File: src/rtl/utlb_requester_if.sv
// Request/response channel between a micro-TLB (master) and the shared TLB responder (slave).
interface utlb_requester_if #(
  parameter int unsigned VPN_W = 52,
  parameter int unsigned PPN_W = 52
);
  logic             tlb_req;
  logic [VPN_W-1:0] tlb_vpn;
  logic             tlb_rsp_valid;
  logic [PPN_W-1:0] tlb_rsp_paddr;
  logic             tlb_rsp_r;
  logic             tlb_rsp_w;
  logic             tlb_rsp_x;
  logic             tlb_rsp_bogus;

  modport master (
    output tlb_req, tlb_vpn,
    input  tlb_rsp_valid, tlb_rsp_paddr, tlb_rsp_r, tlb_rsp_w, tlb_rsp_x, tlb_rsp_bogus
  );

  modport slave (
    input  tlb_req, tlb_vpn,
    output tlb_rsp_valid, tlb_rsp_paddr, tlb_rsp_r, tlb_rsp_w, tlb_rsp_x, tlb_rsp_bogus
  );
endinterface

File: src/rtl/utlb_requester.sv
// Fully-associative micro-TLB with combinational lookup and a single outstanding miss to the shared TLB.
// Optional UTLB_PERF_CNT_EN adds perf_hits / perf_misses counters.
module utlb_requester #(
  parameter int unsigned N_ENTRIES = 4,
  parameter int unsigned VPN_W     = 52,
  parameter int unsigned PPN_W     = 52,
  parameter bit          IS_ISIDE  = 1'b0
) (
  input  logic             clk,
  input  logic             reset,
  input  logic             lookup_valid,
  input  logic [VPN_W-1:0] lookup_vpn,
  input  logic             lookup_store,
  output logic             lookup_hit,
  output logic [PPN_W-1:0] lookup_ppn,
  output logic             lookup_fault,
  output logic             busy,
  input  logic             flush,
  utlb_requester_if.master tlb
`ifdef UTLB_PERF_CNT_EN
  ,
  output logic [31:0]      perf_hits,
  output logic [31:0]      perf_misses
`endif
);

  localparam int unsigned PTR_W = $clog2(N_ENTRIES);

  typedef struct packed {
    logic [VPN_W-1:0] vpn;
    logic [PPN_W-1:0] ppn;
    logic             r;
    logic             w;
    logic             x;
  } entry_t;

  typedef enum logic [1:0] {IDLE, REQ, WAIT} state_t;

  entry_t               entry_q [N_ENTRIES];
  logic [N_ENTRIES-1:0] valid_q;
  logic [PTR_W-1:0]     ptr_q;

  state_t           state_q, state_d;
  logic             req_q, req_d;
  logic             busy_q, busy_d;
  logic             fault_q, fault_d;
  logic             drop_q, drop_d;
  logic [VPN_W-1:0] vpn_q, vpn_d;
  logic             fill;

  logic             hit;
  logic [PPN_W-1:0] hit_ppn;
  logic             perm_ok;

  // Parallel tag compare; fills only follow a miss so at most one entry matches.
  always_comb begin
    hit     = 1'b0;
    hit_ppn = '0;
    perm_ok = 1'b0;
    for (int unsigned i = 0; i < N_ENTRIES; i++) begin
      if (valid_q[PTR_W'(i)] && (entry_q[PTR_W'(i)].vpn == lookup_vpn)) begin
        hit     = 1'b1;
        hit_ppn = hit_ppn | entry_q[PTR_W'(i)].ppn;
        perm_ok = perm_ok | (IS_ISIDE ? entry_q[PTR_W'(i)].x
                                      : (lookup_store ? entry_q[PTR_W'(i)].w : entry_q[PTR_W'(i)].r));
      end
    end
  end

  assign lookup_hit   = hit;
  assign lookup_ppn   = hit_ppn;
  assign lookup_fault = (hit & ~perm_ok) | fault_q;
  assign busy         = busy_q;
  assign tlb.tlb_req  = req_q;
  assign tlb.tlb_vpn  = vpn_q;

  // Miss handling: one-cycle request, then wait for the response.
  always_comb begin
    state_d = state_q;
    req_d   = 1'b0;
    busy_d  = busy_q;
    fault_d = 1'b0;
    drop_d  = drop_q;
    vpn_d   = vpn_q;
    fill    = 1'b0;
    unique case (state_q)
      IDLE: begin
        drop_d = 1'b0;
        busy_d = 1'b0;
        if (lookup_valid && !hit && !flush) begin
          state_d = REQ;
          req_d   = 1'b1;
          busy_d  = 1'b1;
          vpn_d   = lookup_vpn;
        end
      end
      REQ: begin
        state_d = WAIT;
        if (flush) drop_d = 1'b1;
      end
      WAIT: begin
        if (flush) drop_d = 1'b1;
        if (tlb.tlb_rsp_valid) begin
          state_d = IDLE;
          busy_d  = 1'b0;
          drop_d  = 1'b0;
          fault_d = tlb.tlb_rsp_bogus;
          // A flush in this same cycle also wins over the fill.
          fill    = !tlb.tlb_rsp_bogus && !drop_q && !flush;
        end
      end
      default: state_d = IDLE;
    endcase
  end

  always_ff @(posedge clk) begin
    if (reset) begin
      state_q <= IDLE;
      req_q   <= 1'b0;
      busy_q  <= 1'b0;
      fault_q <= 1'b0;
      drop_q  <= 1'b0;
      vpn_q   <= '0;
      valid_q <= '0;
      ptr_q   <= '0;
    end else begin
      state_q <= state_d;
      req_q   <= req_d;
      busy_q  <= busy_d;
      fault_q <= fault_d;
      drop_q  <= drop_d;
      vpn_q   <= vpn_d;
      if (flush) begin
        valid_q <= '0;
      end else if (fill) begin
        valid_q[ptr_q] <= 1'b1;
      end
      if (fill) ptr_q <= ptr_q + PTR_W'(1);
    end
  end

  // Entry payload carries no reset; the valid bits gate every use.
  always_ff @(posedge clk) begin
    if (fill) begin
      entry_q[ptr_q] <= '{vpn: vpn_q, ppn: tlb.tlb_rsp_paddr,
                          r: tlb.tlb_rsp_r, w: tlb.tlb_rsp_w, x: tlb.tlb_rsp_x};
    end
  end

`ifdef UTLB_PERF_CNT_EN
  always_ff @(posedge clk) begin
    if (reset) begin
      perf_hits   <= '0;
      perf_misses <= '0;
    end else begin
      if (lookup_valid && hit) perf_hits <= perf_hits + 32'd1;
      if ((state_q == IDLE) && (state_d == REQ)) perf_misses <= perf_misses + 32'd1;
    end
  end
`endif

endmodule

File: src/flat_wrapper.sv
// flat-port wrapper written by rule: the top's interface ports become plain ports
module utlb_requester_flat 
#(
  parameter int unsigned N_ENTRIES = 4,
  parameter int unsigned VPN_W     = 52,
  parameter int unsigned PPN_W     = 52,
  parameter bit          IS_ISIDE  = 1'b0
)
  (clk, reset, lookup_valid, lookup_vpn, lookup_store, lookup_hit, lookup_ppn, lookup_fault, busy, flush, tlb_tlb_req, tlb_tlb_vpn, tlb_tlb_rsp_valid, tlb_tlb_rsp_paddr, tlb_tlb_rsp_r, tlb_tlb_rsp_w, tlb_tlb_rsp_x, tlb_tlb_rsp_bogus);
  utlb_requester_if #(.VPN_W(VPN_W), .PPN_W(PPN_W)) tlb_i ();
  input  logic clk;
  input  logic reset;
  input  logic lookup_valid;
  input  logic [VPN_W-1:0] lookup_vpn;
  input  logic lookup_store;
  output logic lookup_hit;
  output logic [PPN_W-1:0] lookup_ppn;
  output logic lookup_fault;
  output logic busy;
  input  logic flush;
  output wire logic [$bits(tlb_i.tlb_req)-1:0] tlb_tlb_req;
  output wire logic [$bits(tlb_i.tlb_vpn)-1:0] tlb_tlb_vpn;
  input wire logic [$bits(tlb_i.tlb_rsp_valid)-1:0] tlb_tlb_rsp_valid;
  input wire logic [$bits(tlb_i.tlb_rsp_paddr)-1:0] tlb_tlb_rsp_paddr;
  input wire logic [$bits(tlb_i.tlb_rsp_r)-1:0] tlb_tlb_rsp_r;
  input wire logic [$bits(tlb_i.tlb_rsp_w)-1:0] tlb_tlb_rsp_w;
  input wire logic [$bits(tlb_i.tlb_rsp_x)-1:0] tlb_tlb_rsp_x;
  input wire logic [$bits(tlb_i.tlb_rsp_bogus)-1:0] tlb_tlb_rsp_bogus;
  assign tlb_tlb_req = tlb_i.tlb_req;
  assign tlb_tlb_vpn = tlb_i.tlb_vpn;
  assign tlb_i.tlb_rsp_valid = tlb_tlb_rsp_valid;
  assign tlb_i.tlb_rsp_paddr = tlb_tlb_rsp_paddr;
  assign tlb_i.tlb_rsp_r = tlb_tlb_rsp_r;
  assign tlb_i.tlb_rsp_w = tlb_tlb_rsp_w;
  assign tlb_i.tlb_rsp_x = tlb_tlb_rsp_x;
  assign tlb_i.tlb_rsp_bogus = tlb_tlb_rsp_bogus;
  utlb_requester #(.N_ENTRIES(N_ENTRIES), .VPN_W(VPN_W), .PPN_W(PPN_W), .IS_ISIDE(IS_ISIDE)) u_core (.clk(clk), .reset(reset), .lookup_valid(lookup_valid), .lookup_vpn(lookup_vpn), .lookup_store(lookup_store), .lookup_hit(lookup_hit), .lookup_ppn(lookup_ppn), .lookup_fault(lookup_fault), .busy(busy), .flush(flush), .tlb(tlb_i));
endmodule
File: config.mk
export PLATFORM = sky130hd
export DESIGN_NAME = utlb_requester_flat
export DESIGN_NICKNAME = d
export VERILOG_FILES = /design/src/rtl/utlb_requester_if.sv /design/src/rtl/utlb_requester.sv /design/src/flat_wrapper.sv
export SDC_FILE = /design/constraint.sdc
export NUM_CORES = 1
export LEC_CHECK = 0
export BUFFER_PORTS_ARGS = -buffer_cell sky130_fd_sc_hd__buf_2
export CELL_PAD_IN_SITES_DETAIL_PLACEMENT = 1
export CELL_PAD_IN_SITES_GLOBAL_PLACEMENT = 1
export CORE_MARGIN = 2
export CORE_UTILIZATION = 34
export CTS_CLUSTER_DIAMETER = 50
export DETAILED_ROUTE_END_ITERATION = 10
export PLACE_DENSITY_LB_ADDON = 0.3
export SYNTH_ARGS = -nofsm -noshare
export SYNTH_HDL_FRONTEND = slang
export SYNTH_SLANG_ARGS = --single-unit
File: constraint.sdc
create_clock -name clk -period 5.7 [get_ports clk]
set_input_delay 0.285 -clock clk [delete_from_list [all_inputs] [get_ports clk]]
set_output_delay 0.285 -clock clk [all_outputs]
set_load 0.02 [all_outputs]
==> impl_metrics.ini <==
[outcome]
status = complete, no violations

[clock_tree]
insertion_delay_ns = 0.61
cts.reportedPaths.clkPinSlew_ns = 0.06
cts_tree = built
clockRootBuffer = clkbuf_16
cts_buffers = 60
clk_path_buf_depth = 3
clkSinkCount = 488
htreeDepth = 2
post_cts_buffers = 0

[logic_synthesis]
yosysUniqueCellTypes = 45
synth-seq-cells = 488
syn_avg_cell_area_sq_um = 15.1
syn_area_sq_um = 19000
synth.net_count = 1384
yosysSeqAreaShare_pct = 73.7
synthCells = 1262
synth_warnings = 0

[drt]
wl_um = 54400
wl_per_cell_um = 23.2
dr.pass1.iters = 5
antenna_left = 0
vias = 11600
vias_per_cell = 4.96
initialDrtViolationCount = 694
drc = 0

[sta]
tightest_slew_ns = 1.26
setup_viol = 0
holdWs_ns = 0.0246
slew_viol_final = 0
worst_slack_ns = 1.45
fin_crit_sh_pct = 74.5
grt_setup_unrepaired = false
skew_ns = 0.0188
maxSlewHeadroom_pct = 16.2
tns_ns = 0
hold_violations = 0
min_period_ns = 4.25
fmax_mhz = 235

[finish]
drive_gt1_share_pct = 21.7
final_cell_mix = 424 x edfxtp_1, 220 x buf_2, 160 x xor2_1
num-nets-final = 1667
final_design_area_no_fill_sq_um = 23700
area_delta_synth_final_pct = 24.5
layout_commonest_cell = edfxtp_1

[pwr]
p_sw_share_pct = 21.8
clkPwrFrac_pct = 46.7
leakagePower_nw = 8.53
p_int_mw = 6.30
netSwitchingPower_mw = 1.76
seq_power_share_pct = 48.9
combPwrFrac_pct = 4.4
powerDensity_nw_per_um2 = 341
ir_drop_mv = 0.223

[worst_setup_path]
r2r-start = u_core.entry_q[3][73]
crit_path_max_fanout = 53
critPathCaptureType = output pin
r2r_slack_ns = 2.25
critPathMaxStageDelay_ns = 0.64
cp.required_ns = 5.41
reg2reg_depth = 9
cpMaxStageDelayCell = buf_4
worst_path_most_repeated_cell = buf_2
worstReg2RegEnd = u_core.tlb.tlb_vpn[50]
crit_arrival_ns = 3.96
crit_chain = dlygate4sd3_1 > buf_2 > xnor2_1 > nand4_1 > or4_1 > nor4_4 > buf_4 > a22oi_1 > a31o_2 > buf_2
worstSetupPathType = primary input to output pin
critPathLaunchType = primary input

[worst_hold_path]
hold_start = lookup_vpn[3]
hold-path-endpoint = u_core.tlb.tlb_vpn[3]
whs_path_depth = 3
min_path_type = primary input to register

[place]
portBuffers = 220
gp_congestion = 0.786
place_area_sq_um = 20800
hpwl_um = 34400
post-place-ws_ns = 1.93

[global_route]
grt_pass1_vias = 12100
antenna_found_initial = 3
grt_pass1_wl_um = 78900
grt_start_max_net_pins = 68
grt_overflow = 0
grt_use_total_pct = 18.7

[floorplan]
rows = 86
die-height_um = 240
die_w_um = 240
start_util_pct = 34.4
die_area_sq_um = 57800
ios = 222
core_area_sq_um = 55200

[flow_run]
drv_cap = 0
==> power by group through the flow <==
| stage | Combinational (mW) | Clock [mW] | Sequential (mW) |
|---|---|---|---|
| 2_1_floorplan | 0.145 | 0 | 4.02 |
| 3_3_place_gp | 0.298 | 0 | 4.01 |
| 3_5_place_dp | 0.307 | 0 | 4.01 |
| 4_1_cts | 0.359 | 3.85 | 3.94 |
| 5_1_grt | 0.385 | 3.99 | 3.94 |
| 6_report | 0.355 | 3.77 | 3.94 |
==> critical path: cells and delay by family <==
kind                   cells  cell delay [ns]
AND/OR/NAND/NOR            3             1.25
XOR/XNOR                   1             0.27
AO/OA/AOI/OAI              2             0.48
buffers and inverters      4             1.53
==> worst max-delay path by stage <==
stage | from | to | slack (ns) | depth (start not counted)
after floorplan | u_core.state_q[0] | u_core.entry_q[0][100] | 1.49 | 5
after global placement | lookup_vpn[49] | lookup_fault | 2.01 | 9
after detailed placement | lookup_vpn[49] | lookup_fault | 1.93 | 9
after global routing | u_core.entry_q[0][87] | lookup_fault | 1.35 | 8
after CTS | u_core.entry_q[1][104] | lookup_fault | 1.37 | 8
final | lookup_vpn[5] | lookup_fault | 1.45 | 10
==> Yosys cell counts, drive strengths merged <==
cell type	instances	share of area [%]
or3b	1	0.046
ha	8	0.53
xnor2	28	1.3
edfxtp	424	67
o2111ai	4	0.18
o22ai	1	0.033
a31o	1	0.046
nor3	9	0.24
o2111a	1	0.059
mux2	4	0.24
or4	4	0.16
a21oi	54	1.4
a221oi	2	0.092
buf	14	0.40
and3b	1	0.046
nand3b	1	0.040
and2	4	0.13
nor3b	2	0.079
or3	1	0.033
dfxtp	64	6.7
nand2	55	1.1
o21ai	56	1.5
a22oi	106	4.2
a211oi	1	0.040
nor2	9	0.18
o211ai	1	0.040
nor2b	1	0.033
nand4	16	0.53
o221ai	3	0.14
nand3	53	1.4
nand2b	15	0.49
mux2i	2	0.11
a222oi	4	0.21
clkbuf	86	1.7
nor4	42	1.7
inv	24	0.47
xor2	160	7.4
==> per-stage QoR <==
step | power (mW) | utilization (%) | std cells
global placement | 4.31 | 37.7 | 2144
detailed placement | 4.32 | 37.7 | 2144
finish | 8.06 | 42.9 | 2345
global route | 8.32 | 42.8 | 2344
floorplan | 4.17 | - | 1262
CTS | 8.15 | 42.8 | 2344
==> flip-flops by register name, indices dropped and copies added, names as in the netlist <==
name and cells:
u_core.tlb.tlb_req 1, u_core.entry_q 424, u_core.fault_q 1, u_core.tlb.tlb_vpn 52, u_core.valid_q 4, u_core.state_q 2, u_core.drop_q 1, u_core.busy 1
u_core.ptr_q 2
==> metal layers <==
metal	global-route usage, %	vias to the layer above	part of all wire, %
li1	-	5311	-
met1	25.1	5963	44
met2	31.0	289	49
met3	3.82	60	5.5
met4	4.54	4	1.7
met5	0	-	0.057
==> final cells by class <==
| type | instances | area (sq um) |
|---|---|---|
| fill | 5591 | 31500 |
| sequential | 488 | 14000 |
| multi-input combinational | 650 | 4520 |
| timing repair buffer | 321 | 2100 |
| clock buffer | 73 | 1580 |
| tap | 748 | 936 |
| clock inverter | 40 | 412 |
| inverter | 24 | 90.1 |
| antenna | 1 | 2.50 |
==> cells by family (layout without fill, tap and decap cells) <==
kind of cell	Yosys count	in the layout	share of synthesized area (%)
simple gates	214	214	6.21
other cells	0	1	0
buf+inv	124	458	2.59
mux	6	6	0.342
compound gates	234	234	7.93
fa+ha+maj	8	8	0.527
flops	488	488	73.7
xor+xnor	188	188	8.66
==> timing repair <==
item	CTS	global route
hold buffers	87	0
resized for setup	0	0
endpoints found under the hold margin	248	0
No activity file was read; power rests on OpenSTA's default activity.
